`config.mk`:
```
export PLATFORM = sky130hd
export DESIGN_NAME = serial_deserializer
export DESIGN_NICKNAME = d
export VERILOG_FILES = /design/src/rtl/serial_deserializer_pkg.sv /design/src/rtl/deser_out_reg.sv /design/src/rtl/serial_deserializer.sv
export SDC_FILE = /design/constraint.sdc
export NUM_CORES = 1
export LEC_CHECK = 0
export BUFFER_PORTS_ARGS = -buffer_cell sky130_fd_sc_hd__buf_2
export CAP_MARGIN = 20
export CORE_ASPECT_RATIO = 0.7
export CORE_MARGIN = 2
export CORE_UTILIZATION = 41
export DETAILED_ROUTE_END_ITERATION = 6
export PLACE_DENSITY_LB_ADDON = 0.3
export SETUP_SLACK_MARGIN = 0.3
export SLEW_MARGIN = 20
export SYNTH_ARGS = -nofsm -noshare
export SYNTH_HDL_FRONTEND = slang
export SYNTH_SLANG_ARGS = --single-unit
```
`constraint.sdc`:
```
create_clock -name clk_i -period 1.5 [get_ports clk_i]
set_clock_uncertainty 0.15 [all_clocks]
set_input_delay 0.075 -clock clk_i [delete_from_list [all_inputs] [get_ports clk_i]]
set_output_delay 0.075 -clock clk_i [all_outputs]
set_load 0.03 [all_outputs]
```
`src/rtl/serial_deserializer_pkg.sv`:
```
// serial_deserializer_pkg: shared frame geometry and receiver FSM state type
//   SYM_W      bits per symbol, bit SYM_W-1 is the k flag
//   NUM_SYM    symbols per frame
//   FRAME_BITS payload bits between start and stop bit
//   KCODE_BIT  position of the k flag inside a symbol
package serial_deserializer_pkg;
   localparam int SYM_W      = 9;
   localparam int NUM_SYM    = 3;
   localparam int FRAME_BITS = NUM_SYM * SYM_W;
   localparam int KCODE_BIT  = SYM_W - 1;
   typedef enum logic [1:0] {
      IDLE = 2'd0,
      DATA = 2'd1,
      STOP = 2'd2
   } rx_state_t;
endpackage

```
`src/rtl/deser_out_reg.sv`:
```
// deser_out_reg: valid/ready holding register for received words with overflow detect
//   clk    in   link clock
//   rst_n  in   asynchronous reset, active-low
//   load   in   a completed frame is offered this cycle
//   word   in   completed frame word
//   kbits  in   k flags of the completed frame
//   ready  in   downstream accepts the held word
//   clr    in   clears the sticky overflow flag
//   data   out  held word
//   kflag  out  held k flags
//   valid  out  data/kflag hold an unread word
//   ovf    out  sticky overflow, a completed frame was dropped
module deser_out_reg #(
   parameter int NUM_SYM = 3
) (
   input  logic               clk,
   input  logic               rst_n,
   input  logic               load,
   input  logic [31:0]        word,
   input  logic [NUM_SYM-1:0] kbits,
   input  logic               ready,
   input  logic               clr,
   output logic [31:0]        data,
   output logic [NUM_SYM-1:0] kflag,
   output logic               valid,
   output logic               ovf
);
   // an unread word that is not being consumed this cycle must not be overwritten
   logic blocked;
   assign blocked = valid & ~ready;
   always_ff @(posedge clk or negedge rst_n) begin
      if (!rst_n) begin
         data  <= '0;
         kflag <= '0;
         valid <= 1'b0;
         ovf   <= 1'b0;
      end else begin
         if (load && !blocked) begin
            data  <= word;
            kflag <= kbits;
         end
         valid <= load | blocked;
         ovf   <= (load & blocked) | (ovf & ~clr);
      end
   end
endmodule

```
`src/rtl/serial_deserializer.sv`:
```
// serial_deserializer: receives start/NUM_SYM x SYM_W symbols MSB-first/stop frames into a 32-bit word
//   clk_i    in   link clock, one bit per cycle
//   rst_ni   in   asynchronous reset, active-low
//   en_i     in   receiver enable, low aborts any frame in progress
//   data_i   in   serial line, idle level 1
//   ready_i  in   downstream accepts word
//   clr_i    in   clears sticky flags
//   data_o   out  zero-padded frame payload, first-received symbol in the MSBs
//   kflag_o  out  k bit of each symbol, same order as data_o
//   valid_o  out  data_o/kflag_o hold an unread word
//   busy_o   out  frame reception in progress
//   ferr_o   out  sticky framing error
//   ovf_o    out  sticky overflow
module serial_deserializer #(
   parameter int NUM_SYM    = serial_deserializer_pkg::NUM_SYM,
   parameter int SYM_W      = serial_deserializer_pkg::SYM_W,
   parameter bit CHECK_STOP = 1'b1
) (
   input  logic               clk_i,
   input  logic               rst_ni,
   input  logic               en_i,
   input  logic               data_i,
   input  logic               ready_i,
   input  logic               clr_i,
   output logic [31:0]        data_o,
   output logic [NUM_SYM-1:0] kflag_o,
   output logic               valid_o,
   output logic               busy_o,
   output logic               ferr_o,
   output logic               ovf_o
);
   import serial_deserializer_pkg::*;
   localparam int NBITS = NUM_SYM * SYM_W;
   localparam int CW    = $clog2(NBITS);
   if (NBITS > 32) begin : g_too_wide
      $error("serial_deserializer: NUM_SYM*SYM_W must not exceed 32");
   end
   rx_state_t          state;
   logic [CW-1:0]      cnt;
   logic [NBITS-1:0]   shift;
   logic [NUM_SYM-1:0] kbits;
   logic               stop_ok;
   logic               done;
   logic               ferr_set;
   for (genvar g = 0; g < NUM_SYM; g++) begin : g_kbit
      assign kbits[g] = shift[g*SYM_W + SYM_W - 1];
   end
   assign stop_ok  = data_i | ~CHECK_STOP;
   // dropping en_i in STOP discards the frame without raising any flag
   assign done     = en_i & (state == STOP) & stop_ok;
   assign ferr_set = en_i & (state == STOP) & ~stop_ok;
   assign busy_o   = state != IDLE;
   always_ff @(posedge clk_i or negedge rst_ni) begin
      if (!rst_ni) begin
         state  <= IDLE;
         cnt    <= '0;
         shift  <= '0;
         ferr_o <= 1'b0;
      end else begin
         ferr_o <= ferr_set | (ferr_o & ~clr_i);
         if (!en_i) begin
            state <= IDLE;
         end else begin
            case (state)
               IDLE: begin
                  cnt   <= '0;
                  state <= data_i ? IDLE : DATA;
               end
               DATA: begin
                  shift <= {shift[NBITS-2:0], data_i};
                  cnt   <= cnt + 1'b1;
                  state <= (cnt == CW'(NBITS - 1)) ? STOP : DATA;
               end
               default: state <= IDLE;
            endcase
         end
      end
   end
   deser_out_reg #(.NUM_SYM(NUM_SYM)) u_out (
      .clk   (clk_i),
      .rst_n (rst_ni),
      .load  (done),
      .word  (32'(shift)),
      .kbits (kbits),
      .ready (ready_i),
      .clr   (clr_i),
      .data  (data_o),
      .kflag (kflag_o),
      .valid (valid_o),
      .ovf   (ovf_o)
   );
endmodule
```
==> flow_summary.ini <==
[run_status]
status = finished, violations left
violations = negative setup slack

[clock_tree]
clk_path_buf_depth = 2
tritoncts = done
root_buffer = clkbuf_8
h-tree-depth = 3
clock-sinks = 64
numCtsBuffers = 9
insertion_delay_ns = 0.33
clk_pin_slew_ns = 0.06

[timing]
timing.fmax_mhz = 650
finalCritPeriodShare_pct = 103
rsz0062_at_grt = true
finalMaxSlewViolations = 0
finalSetupViolCount = 52
fin_tns_setup_ns = -1.31
setup_ws_ns = -0.0394
final.min_clock_period_ns = 1.54
hold_violations = 0

[finish]
final_area_sq_mm = 0.00349
multi_input_area_sq_mm = 0.00107
num_antenna_cells = 0
fin_cells = 318
register_area_sq_mm = 0.00160
num-nets-final = 244
syn_to_final_growth_pct = 31.3
drive_above_1_share_pct = 58.8
n_fill_cell = 511

[floorplan]
initial_core_util_pct = 42.6
die_w_microns = 100
die_h_microns = 71.4
num_rows = 24
coreArea_sq_mm = 0.00625
die_area_sq_mm = 0.00716
pin_count = 45

[synthesis]
synth_top_area_cell = dfrtp_1
synth.distinct_cells = 24
syn_inst = 171
ys_seq_area_share_pct = 60.2
synth-async-reset-ratio_pct = 100
synth-edff-count = 0
yosysMostFrequentCell = dfrtp_1
ys_ff_latch = 64
synth_common_cells = dfrtp_1, mux2_2, mux2_4, buf_4, nand2_1
yosys_warnings = 0
synth_top_area_share_pct = 60.2
synth.avg_cell_area_sq_um = 15.6
synth_top_cells_by_area = dfrtp_1, mux2_2, mux2_4
synth_area_sq_mm = 0.00266
synth_flop_cell = dfrtp_1

[min_path]
hold_path.class = primary input to flip-flop
worstHoldStart = data_i

[drt]
wl_per_cell_microns = 14.6
dr_total_vias = 1561
drcViolationCount = 0
ant_nets = 0
wl_microns = 4640
dr.pass1.iters = 4
routed_via_density = 4.91
drt-initial-drc-count = 49

[critical_path]
critPathMaxFanout = 6
path_delay_family = flip-flops
cp.required_ns = 1.56
cpPeakStageDelay_ns = 0.42
crit_type = flip-flop to flip-flop
path_cells = nand3b_1 > buf_6 > clkbuf_16 > mux2_4
startpoint_type = flip-flop
r2r-start = state[1]$_DFF_PN0_
setup.worst_path.end_class = flip-flop
critPathArrivalTime_ns = 1.60
cpMaxStageDelayCell = dfrtp_1
startpoint = state[1]$_DFF_PN0_
critPathBufInv = 2

[power]
p_per_area_mw_per_mm2 = 1050
power.total_w = 0.00366
p_leak_nw = 1.85
ir_drop_mv = 0.479

[run]
maxCapViolCount = 0

[global_route]
grt_pass1_wl_microns = 7700
grt_pass1_vias = 1527
grt_start_max_net_pins = 65
grt_antenna_before_repair = 0
track_usage_pct = 14.6
grt_overflow = 0

[placed_design]
placed_area_sq_mm = 0.00303
io_buffers = 39
gp_congestion = 0.696
pre_cts_slack_ns = -0.0442
dpl.hpwl_microns = 2860
dp.cells = 287
## final cells by class
class	instances	area share (%)
well taps	78	2.79
multi-input cells	93	30.6
clock inverters	4	0.573
repair buffers	65	15.5
flip-flops and latches	64	45.8
inverters	3	0.322
clock buffers	11	4.33
## metal layers
layer	vias to the layer above	track usage [%]	share of wire (%)
met3	4	6.44	5.0
li1	720	-	-
met1	798	21.1	49
met5	-	0	0
met2	39	19.4	45
met4	0	5.48	0.99
## stage by stage
step	utilization, %	hold slack, ns
final	55.9	0.0420
after global routing	55.9	0.0330
after CTS	54.5	0.0128
after detailed placement	48.6	-0.0372
after global placement	48.6	-0.0378
after floorplan	-	-0.371
## registers in the layout, indices dropped and copies added (netlist names)
register     cells
u_out.ovf        1
u_out.data      24
u_out.valid      1
cnt              5
u_out.kflag      3
ferr_o           1
state            2
shift           27
## repair_timing
action	CTS	global route
pin swaps	1	5
hold buffers	4	0
setup buffers	6	3
gates resized for setup	19	12
endpoints found under the setup margin	62	64
endpoints found under the hold margin	70	0
cloned	2	1
## layout by cell type (no fill, tap or decap)
cell type | netlist | final
nand3_1 | 4 | 4
ha_2 | 0 | 1
nand3b_1 | 2 | 2
nor2_2 | 0 | 1
o22ai_1 | 2 | 2
nand4b_4 | 1 | 1
nor2b_1 | 1 | 1
buf_2 | 3 | 36
buf_4 | 8 | 11
nand2b_1 | 4 | 3
buf_12 | 2 | 4
dfrtp_1 | 64 | 64
nor2_4 | 0 | 1
dlygate4sd3_1 | 0 | 4
nand2b_4 | 0 | 1
buf_16 | 0 | 2
ha_1 | 2 | 1
mux2_2 | 34 | 14
clkbuf_16 | 0 | 1
clkinv_2 | 0 | 4
nor2b_4 | 0 | 1
nand2_1 | 5 | 5
inv_1 | 3 | 3
buf_6 | 2 | 7
o21ai_2 | 0 | 2
mux2_4 | 20 | 40
nor2_1 | 3 | 1
or2_4 | 0 | 1
clkbuf_8 | 0 | 11
conb_1 | 1 | 5
o21ai_1 | 0 | 2
nand4b_1 | 1 | 1
o311ai_4 | 0 | 2
a21oi_1 | 1 | 1
## tightest hold or removal path, stage by stage
cell and delay [ns]:
buf_2 0.13, nand4b_4 0.11, buf_4 0.12, nand2_1 0.04
## cells by family after synthesis
group | share of synthesized area (%)
flops | 60.2
other cells | 0.141
buf+inv | 5.59
compound gates | 2.07
mux | 25.7
fa+ha+maj | 0.940
simple gates | 5.41
## power by group
part / total (W) / switching (W) / internal, W / leakage (nW)
Combinational: 0.000425 / 0.000154 / 0.000271 / 0.880
Clock: 0.00127 / 0.000601 / 0.000668 / 0.0947
Sequential: 0.00197 / 0.000109 / 0.00186 / 0.879
Total: 0.00366 / 0.000864 / 0.00279 / 1.85
## final timing paths
path	endpoint	slack, ns	cells past startpoint
max in group asynchronous	shift[13]$_DFFE_PN0P_	0.80	3
worst min-delay path	u_out.valid$_DFF_PN0_	0.04	4
worst max register to register	shift[8]$_DFFE_PN0P_	-0.04	4
min in group asynchronous	shift[1]$_DFFE_PN0P_	0.13	3
worst min register to register	u_out.data[23]$_DFFE_PN0P_	0.36	1
worst max-delay path	shift[8]$_DFFE_PN0P_	-0.04	4
No activity file was read; power rests on OpenSTA's default activity.
